$ cat src/rtl/ocp_bus_decoder.sv
// ocp_bus_decoder: single-master, two-slave OCP address decoder.
// The master command is accepted in IDLE, latched, and replayed from registers
// on the selected slave port. Writes are posted. Reads return the slave
// response for one cycle. Unmapped reads and watchdog expiry return ERR.
module ocp_bus_decoder #(
    parameter int unsigned ADDR_WIDTH = 32,
    parameter int unsigned DATA_WIDTH = 32,
    parameter int unsigned BEN_WIDTH  = DATA_WIDTH / 8,
    parameter logic [31:0] S0_BASE    = 32'h0000_0000,
    parameter logic [31:0] S0_MASK    = 32'h8000_0000,
    parameter logic [31:0] S1_BASE    = 32'hF000_0000,
    parameter logic [31:0] S1_MASK    = 32'hF000_0000,
    parameter int unsigned TIMEOUT    = 255
) (
    input  logic                  clk,
    input  logic                  nrst,
    // master side
    input  logic [ADDR_WIDTH-1:0] i_MAddr,
    input  logic [2:0]            i_MCmd,
    input  logic [DATA_WIDTH-1:0] i_MData,
    input  logic [BEN_WIDTH-1:0]  i_MByteEn,
    output logic                  o_SCmdAccept,
    output logic [DATA_WIDTH-1:0] o_SData,
    output logic [1:0]            o_SResp,
    // slave 0
    output logic [ADDR_WIDTH-1:0] o_s0_MAddr,
    output logic [2:0]            o_s0_MCmd,
    output logic [DATA_WIDTH-1:0] o_s0_MData,
    output logic [BEN_WIDTH-1:0]  o_s0_MByteEn,
    input  logic                  i_s0_SCmdAccept,
    input  logic [DATA_WIDTH-1:0] i_s0_SData,
    input  logic [1:0]            i_s0_SResp,
    // slave 1
    output logic [ADDR_WIDTH-1:0] o_s1_MAddr,
    output logic [2:0]            o_s1_MCmd,
    output logic [DATA_WIDTH-1:0] o_s1_MData,
    output logic [BEN_WIDTH-1:0]  o_s1_MByteEn,
    input  logic                  i_s1_SCmdAccept,
    input  logic [DATA_WIDTH-1:0] i_s1_SData,
    input  logic [1:0]            i_s1_SResp
);

    localparam logic [2:0]  CMD_IDLE  = 3'd0;
    localparam logic [2:0]  CMD_WRITE = 3'd1;
    localparam logic [2:0]  CMD_READ  = 3'd2;
    localparam logic [1:0]  RESP_NULL = 2'd0;
    localparam logic [1:0]  RESP_ERR  = 2'd3;
    localparam logic [15:0] TIMEOUT_C = 16'(TIMEOUT);

    typedef enum logic [1:0] {
        ST_IDLE,
        ST_CMD,
        ST_RESP,
        ST_DONE
    } state_t;

    state_t                state;
    logic [ADDR_WIDTH-1:0] addr_q;
    logic [2:0]            cmd_q;
    logic [DATA_WIDTH-1:0] data_q;
    logic [BEN_WIDTH-1:0]  ben_q;
    logic                  port_q;   // 0 = slave 0, 1 = slave 1
    logic [15:0]           wdog;

    logic                  cmd_valid;
    logic                  hit0;
    logic                  hit1;
    logic                  sel_accept;
    logic [1:0]            sel_resp;
    logic [DATA_WIDTH-1:0] sel_data;
    logic [15:0]           wdog_next;
    logic                  wdog_expired;

    // Address decode of the live master address; slave 0 wins on overlap.
    always_comb begin
        hit0 = (i_MAddr & ADDR_WIDTH'(S0_MASK)) == ADDR_WIDTH'(S0_BASE);
        hit1 = (i_MAddr & ADDR_WIDTH'(S1_MASK)) == ADDR_WIDTH'(S1_BASE);
    end

    // Handshake signals of the latched port only; the other port is ignored.
    always_comb begin
        sel_accept   = port_q ? i_s1_SCmdAccept : i_s0_SCmdAccept;
        sel_resp     = port_q ? i_s1_SResp      : i_s0_SResp;
        sel_data     = port_q ? i_s1_SData      : i_s0_SData;
        wdog_next    = wdog + 16'd1;
        wdog_expired = (wdog_next == TIMEOUT_C);
    end

    // NOTE: o_SCmdAccept is combinational, so it is gated by nrst to keep every
    // output at 0 while reset is held even though the FSM already sits in IDLE.
    assign cmd_valid    = (i_MCmd == CMD_WRITE) || (i_MCmd == CMD_READ);
    assign o_SCmdAccept = nrst && (state == ST_IDLE) && cmd_valid;

    // Replay the latched command on the selected port while in CMD; idle otherwise.
    always_comb begin
        o_s0_MAddr   = '0;
        o_s0_MCmd    = CMD_IDLE;
        o_s0_MData   = '0;
        o_s0_MByteEn = '0;
        o_s1_MAddr   = '0;
        o_s1_MCmd    = CMD_IDLE;
        o_s1_MData   = '0;
        o_s1_MByteEn = '0;
        if (state == ST_CMD) begin
            if (port_q) begin
                o_s1_MAddr   = addr_q;
                o_s1_MCmd    = cmd_q;
                o_s1_MData   = data_q;
                o_s1_MByteEn = ben_q;
            end else begin
                o_s0_MAddr   = addr_q;
                o_s0_MCmd    = cmd_q;
                o_s0_MData   = data_q;
                o_s0_MByteEn = ben_q;
            end
        end
    end

    // Transaction FSM with latched command fields, watchdog and registered response.
    // NOTE: all state here uses non-blocking assignments so every register
    // samples pre-edge values, independent of statement order.
    always_ff @(posedge clk or negedge nrst) begin
        if (!nrst) begin
            state   <= ST_IDLE;
            addr_q  <= '0;
            cmd_q   <= CMD_IDLE;
            data_q  <= '0;
            ben_q   <= '0;
            port_q  <= 1'b0;
            wdog    <= '0;
            o_SResp <= RESP_NULL;
            o_SData <= '0;
        end else begin
            case (state)
                ST_IDLE: begin
                    if (cmd_valid) begin
                        addr_q <= i_MAddr;
                        cmd_q  <= i_MCmd;
                        data_q <= i_MData;
                        ben_q  <= i_MByteEn;
                        port_q <= !hit0;
                        wdog   <= '0;
                        if (hit0 || hit1) begin
                            state <= ST_CMD;
                        end else if (i_MCmd == CMD_READ) begin
                            state   <= ST_DONE;
                            o_SResp <= RESP_ERR;
                            o_SData <= '0;
                        end
                        // Unmapped write: dropped, stay in IDLE.
                    end
                end

                ST_CMD: begin
                    wdog <= wdog_next;
                    if (sel_accept) begin
                        state <= (cmd_q == CMD_READ) ? ST_RESP : ST_IDLE;
                    end else if (wdog_expired) begin
                        if (cmd_q == CMD_READ) begin
                            state   <= ST_DONE;
                            o_SResp <= RESP_ERR;
                            o_SData <= '0;
                        end else begin
                            state <= ST_IDLE;
                        end
                    end
                end

                ST_RESP: begin
                    wdog <= wdog_next;
                    // A response in the expiry cycle takes precedence over ERR.
                    if (sel_resp != RESP_NULL) begin
                        state   <= ST_DONE;
                        o_SResp <= sel_resp;
                        o_SData <= sel_data;
                    end else if (wdog_expired) begin
                        state   <= ST_DONE;
                        o_SResp <= RESP_ERR;
                        o_SData <= '0;
                    end
                end

                ST_DONE: begin
                    state   <= ST_IDLE;
                    o_SResp <= RESP_NULL;
                    o_SData <= '0;
                end

                default: state <= ST_IDLE;
            endcase
        end
    end

endmodule
$ cat config.mk
export PLATFORM = sky130hd
export DESIGN_NAME = ocp_bus_decoder
export DESIGN_NICKNAME = d
export VERILOG_FILES = /design/src/rtl/ocp_bus_decoder.sv
export SDC_FILE = /design/constraint.sdc
export NUM_CORES = 1
export LEC_CHECK = 0
export ABC_AREA = 1
export ABC_CLOCK_PERIOD_IN_PS = 2100
export BUFFER_PORTS_ARGS = -buffer_cell sky130_fd_sc_hd__buf_4
export CAP_MARGIN = 10
export CORE_MARGIN = 5
export CORE_UTILIZATION = 47
export DETAILED_ROUTE_END_ITERATION = 10
export PLACE_DENSITY = 0.81
export SYNTH_ARGS = -nofsm -noshare
export SYNTH_HDL_FRONTEND = slang
export SYNTH_SLANG_ARGS = --single-unit
$ cat constraint.sdc
create_clock -name clk -period 2.1 [get_ports clk]
set_input_delay 0.21 -clock clk [delete_from_list [all_inputs] [get_ports clk]]
set_output_delay 0.21 -clock clk [all_outputs]
set_load 0.005 [all_outputs]
==> impl_metrics.json, run 1 <==
{
  "synth_cell_type_count": 33,
  "syn_area_per_cell_um2": 7.16,
  "cts-root-buf": "clkbuf_16",
  "p_leak_uw": 0.00559,
  "async_flop_share_pct": 100,
  "rsz0062_at_grt": "true",
  "grt_max_degree": 124,
  "gp_congestion": 0.882,
  "setup_ws_ns": 0.00108,
  "r2r-start": "wdog[1]",
  "grt_pass1_wl_um": 38500,
  "synth-edff-count": 0,
  "vdd_drop_max_v": 0.000822,
  "crit_required_ns": 1.89,
  "startpoint_type": "flip-flop",
  "startpoint": "port_q",
  "slowest_delay_ns": 0.37,
  "fin_nets": 1443,
  "fin_cells": 1486,
  "grt_pass1_vias": 7381,
  "slew_violations": 0,
  "drive_gt1_share_pct": 33.2,
  "ys_ff_latch": 123,
  "fmaxAchievable_mhz": 476,
  "fp.dieArea_um2": 16500,
  "synthTopCellsByArea": "dfrtp_1, nand2_1, nor2_1",
  "ys_warn_count": 0,
  "cts_buffer_depth": 2,
  "synth_cells": 923,
  "vias_per_cell": 5.35,
  "htree_levels": 4,
  "max-cap-violations": 0,
  "antenna_found_initial": 0,
  "setup_viol": 0,
  "cp.arrival_ns": 1.89,
  "maxSlewHeadroom_pct": 55.1,
  "detail_route.wl_per_cell_um": 18.5,
  "cts_setup_buffers": 0,
  "first_pass_iters": 5,
  "synth_top_cell_area_share_pct": 46.6,
  "port_buffers": 318,
  "cts.clk_slew.worst_paths_ns": 0.05,
  "syn_nets": 1073,
  "placementRows": 43,
  "clock_skew_ns": 0.00976,
  "vias": 7943,
  "critPathMaxFanout": 24,
  "drc_errors": 0,
  "cp_cell_sequence": "buf_12, buf_4, nand2_4, buf_12, nor2_1, buf_4",
  "netlist_area_um2": 6610,
  "crit_buf_inv": 4,
  "die_h_um": 129,
  "power_density_nw_per_um2": 1340,
  "p_total_uw": 14300,
  "io_pins": 320,
  "area_growth_pct": 61.9,
  "nFillCells": 891,
  "placed_area_um2": 9310,
  "yosysTopAreaCell": "dfrtp_1",
  "wl_um": 27500,
  "gr-total-overflow": 0,
  "rrSetupSlack_ns": 0.02,
  "min_from": "i_MData[26]",
  "critical_path.top_delay_family": "buffers and inverters",
  "antennaDiodeCount": 0,
  "synth_most_common_cell": "nand2_1",
  "dp_worst_setup_slack_ns": 0.000373,
  "critPathSlowestCell": "dfrtp_1",
  "synth_seq_area_share_pct": 46.6,
  "synth_common_cells": "nand2_1, nor2_1, dfrtp_1",
  "initial_core_util_pct": 47.8,
  "cp-end-kind": "output pin",
  "dp_hpwl_um": 16200,
  "synthFlopType": "dfrtp_1",
  "worst_slew_pin_slew_ns": 0.673,
  "grt_usage_pct": 29.8,
  "period_share_pct": 99.9,
  "crit_type": "flip-flop to output pin",
  "die_w_um": 129,
  "numCtsBuffers": 17,
  "dp.cells": 1397,
  "status": "finished clean",
  "period_minus_slack_ns": 2.10,
  "hold_viol": 0,
  "clock_latency_ns": 0.43,
  "cts_tree": "yes",
  "min-delay-path-class": "input pin to flip-flop",
  "drt_iter0_markers": 611,
  "fp.coreArea_um2": 13800,
  "cts.sinks": 123,
  "postRouteAntennaNets": 0,
  "finalInstanceArea_um2": 10700
}
## final cells by class
cell class | count | area (um2) | area share (%)
Clock buffer | 21 | 480 | 4.49
Clock inverter | 11 | 164 | 1.53
Inverter | 106 | 398 | 3.72
Multi-Input combinational cell | 643 | 2980 | 27.8
Sequential cell | 123 | 3080 | 28.8
Tap cell | 180 | 225 | 2.10
Timing Repair Buffer | 402 | 3380 | 31.6
## final timing paths
path / to / cells past startpoint
max: o_s1_MData[12] / 6
min: data_q[26] / 3
max reg2reg: o_SData[2] / 12
min reg2reg: o_SData[10] / 2
max in group asynchronous: wdog[2] / 3
min in group asynchronous: wdog[10] / 3
## power by group
part	total, uW	switching (uW)	leakage [uW]	internal (uW)
Clock	3220	1110	0.000315	2110
Sequential	3920	502	0.00158	3420
Combinational	7190	4220	0.00369	2970
## sequential cells by signal, indices dropped and copies added, names as in the netlist
name     cells
data_q      32
o_SData     32
addr_q      31
wdog        16
ben_q        4
cmd_q        3
o_SResp      2
state        2
port_q       1
## worst register-to-register path, cell delays in order (launching register included)
cell and delay [ns]:
dfrtp_1 0.38, buf_4 0.15, nand3_2 0.12, xor2_1 0.23, nand3_1 0.12, nor2_1 0.13, nand2_1 0.10, nor2_4 0.12
nand2_2 0.10, a21boi_4 0.16, buf_12 0.20, nand3_1 0.12, nand2_1 0.10
## metal layers
metal / part of all wire (%) / track usage (%) / vias to the layer above
met4: 6.4 / 15.2 / 0
met2: 49 / 50.7 / 561
li1: - / - / 3593
met1: 34 / 33.7 / 3645
met5: 0 / 0 / -
met3: 12 / 9.42 / 144
## placed cells by master (no fill, tap or decap), drive strengths merged, types with 2 or more instances in the layout
cell         count
nor3             3
dfrtp          123
bufinv           4
inv            107
a21boi           2
clkinv           4
buf            349
clkbuf          25
nor2           166
a21oi           35
dlygate4sd3     49
or2              2
nand4            4
nand2          271
nand3           48
o22ai            6
clkinvlp         2
o21ai           91
ha               7
xor2             3
## cell families (layout without fill, tap and decap cells)
logic type | after synthesis | in the layout | synth area share [%]
simple gates | 494 | 494 | 30.5
buf+inv | 157 | 540 | 10.1
compound gates | 136 | 136 | 10.8
flops | 123 | 123 | 46.6
fa+ha+maj | 7 | 7 | 1.32
xor+xnor | 4 | 4 | 0.530
other cells | 1 | 1 | 0.0567
mux | 1 | 1 | 0.151
## per-stage QoR
stage               hold WS (ns)  util, %  setup TNS [ns]
global route             0.00680     77.4           -3.52
finish                    0.0112     77.4               0
global placement           0.402     67.3               0
detailed placement         0.408     67.3               0
CTS                     0.000300     75.6               0
floorplan                -0.0856        -               0
## timing repair
item	4_1_cts	5_1_grt
setup endpoints to repair	23	181
gates cloned	0	8
pin swaps	0	0
hold endpoints to repair	171	0
resized for setup	3	32
hold buffers	49	0
Note: power is estimated with default switching activity, not from simulation.
==> inputs of run 2 (changes only) <==
--- a/config.mk
+++ b/config.mk
@@ -9,10 +9,10 @@
 export ABC_CLOCK_PERIOD_IN_PS = 2100
 export BUFFER_PORTS_ARGS = -buffer_cell sky130_fd_sc_hd__buf_4
 export CAP_MARGIN = 10
-export CORE_MARGIN = 5
-export CORE_UTILIZATION = 47
+export CORE_AREA = 2 2 126 128
 export DETAILED_ROUTE_END_ITERATION = 10
-export PLACE_DENSITY = 0.81
+export DIE_AREA = 0 0 128 130
+export PLACE_DENSITY = 0.76
 export SYNTH_ARGS = -nofsm -noshare
 export SYNTH_HDL_FRONTEND = slang
 export SYNTH_SLANG_ARGS = --single-unit
==> run 2 against run 1 <==
Effect of this change: the run now ends with negative setup slack left; core utilization decreased by 5.5 points; via count decreased by 1.9%; worst hold slack got worse by 0.0071 ns; clock skew increased by 0.0030 ns; non-clock buffer count increased by 16; register-to-register slack got worse by 0.14 ns; first-iteration DRC count decreased by 38%.
==> impl_metrics.json, run 2 (synthesis gave the netlist of run 1 again) <==
{
  "status": "finished with violations",
  "violations": "negative setup slack",
  "vdd_drop_max_v": 0.000714,
  "postRouteAntennaNets": 0,
  "dp.cells": 1413,
  "p_total_uw": 15000,
  "wl_um": 25400,
  "grt_usage_pct": 26.3,
  "antenna_found_initial": 0,
  "cp_cell_sequence": "nand2_1, nor2_1, nand3_1, nand2_1, nand2_1, nor2_2, nand2_1, nor2_4, nand3_2, nand2_4, nand3_4, clkbuf_16, nand2_1, nand2_1",
  "dp_hpwl_um": 15200,
  "grt_pass1_vias": 7113,
  "seq_area_um2": 3080,
  "critical_path.top_delay_family": "simple AND/OR/NAND/NOR gates",
  "slowest_delay_ns": 0.38,
  "grt_pass1_wl_um": 34300,
  "fp.coreArea_um2": 15400,
  "numCtsBuffers": 17,
  "port_buffers": 318,
  "placed_area_um2": 9340,
  "power_density_nw_per_um2": 1350,
  "whs_path_depth": 3,
  "io_pins": 320,
  "crit_top_cell": "nand2_1",
  "area_growth_pct": 67.9,
  "cts.sinks": 123,
  "cts.clk_slew.worst_paths_ns": 0.06,
  "vias_per_cell": 5.15,
  "period_share_pct": 106,
  "ff2ff_path_depth": 14,
  "crit_type": "flip-flop to flip-flop",
  "cts_tree": "yes",
  "detail_route.wl_per_cell_um": 16.8,
  "final_common_cell": "buf_4",
  "clock_skew_ns": 0.0128,
  "cts_buffer_depth": 2,
  "gp_congestion": 0.813,
  "rsz0062_at_grt": "true",
  "path_depth": 14,
  "htree_levels": 4,
  "worst_slew_pin_slew_ns": 0.680,
  "fin_cells": 1513,
  "p_leak_uw": 0.00578,
  "finalInstanceArea_um2": 11100,
  "max-cap-violations": 0,
  "setup_ws_ns": -0.116,
  "nFillCells": 1183,
  "first_pass_iters": 5,
  "min-delay-path-class": "input pin to flip-flop",
  "initial_core_util_pct": 42.9,
  "die_w_um": 128,
  "multi_input_area_um2": 3110,
  "drive_gt1_share_pct": 36.6,
  "antennaDiodeCount": 0,
  "grt_max_degree": 124,
  "startpoint_type": "flip-flop",
  "vias": 7794,
  "fp.dieArea_um2": 16600,
  "drt_iter0_markers": 378,
  "clock_latency_ns": 0.43,
  "maxSlewHeadroom_pct": 54.7,
  "critPathSlowestCell": "dfrtp_1",
  "cp-end-kind": "flip-flop",
  "slew_violations": 0,
  "hold_viol": 0,
  "cp.arrival_ns": 2.52,
  "drc_errors": 0,
  "die_h_um": 130,
  "final_cell_mix": "buf_4, nand2_1, nor2_1",
  "fmaxAchievable_mhz": 451,
  "placementRows": 46,
  "setup_viol": 34,
  "gr-total-overflow": 0,
  "cts-root-buf": "clkbuf_16",
  "crit_required_ns": 2.41,
  "fin_nets": 1459,
  "crit_buf_inv": 1,
  "reg.largest.list": "data_q: 32 flops, o_SData: 32 flops, addr_q: 31 flops",
  "critPathMaxFanout": 17,
  "period_minus_slack_ns": 2.22,
  "final_core_util_pct": 72.0,
  "tns_ns": -2.22
}
-- run 2: layout make-up --
class / count / share of cell area [%]
well taps: 192 / 2.16
inverters: 106 / 3.61
flip-flops and latches: 123 / 27.8
clock inverters: 12 / 1.33
clock buffers: 19 / 4.08
multi-input cells: 643 / 28.0
repair buffers: 418 / 33.1
-- run 2: per-layer routing --
metal  share of wire (%)  track usage, %
met1                  37            30.0
met2                  50            46.2
met3                 8.3            6.97
met4                 3.9            12.4
met5                   0               0
-- run 2: timing repair --
action                                  CTS  global route
buffers inserted                          0             8
cloned                                    1            15
pin swaps                                 0             2
endpoints found under the setup margin   86           143
hold endpoints to repair                167             0
hold buffers                             45             0
gates resized for setup                   6            74
-- run 2: where the power goes --
group	internal [uW]	switching, uW
clock network	1910	1100
registers	3420	531
logic	3670	4360
total	9000	5990
-- run 2: through the flow --
stage | worst slack [ns] | hold WS [ns]
after CTS | -0.0196 | 0.0000415
after global routing | -0.231 | 0.00934
after detailed placement | 0.0148 | 0.405
after floorplan | 0.138 | -0.0856
after global placement | 0.0927 | 0.403
final | -0.116 | 0.00415
-- run 2: worst paths after layout --
path	slack [ns]	start	end
max	-0.12	wdog[4]	o_SData[31]
min	0.004	i_MData[3]	data_q[3]
max reg2reg	-0.12	wdog[4]	o_SData[31]
min reg2reg	0.48	o_SData[4]	o_SData[4]
max in group asynchronous	1.11	nrst	addr_q[29]
min in group asynchronous	0.46	nrst	o_SData[1]
-- run 2: worst register-to-register path, delay by kind of cell, from the launching register on --
kind	cells	cell delay (ns)
flip-flops	1	0.38
buffers and inverters	1	0.22
AND/OR/NAND/NOR	13	1.50
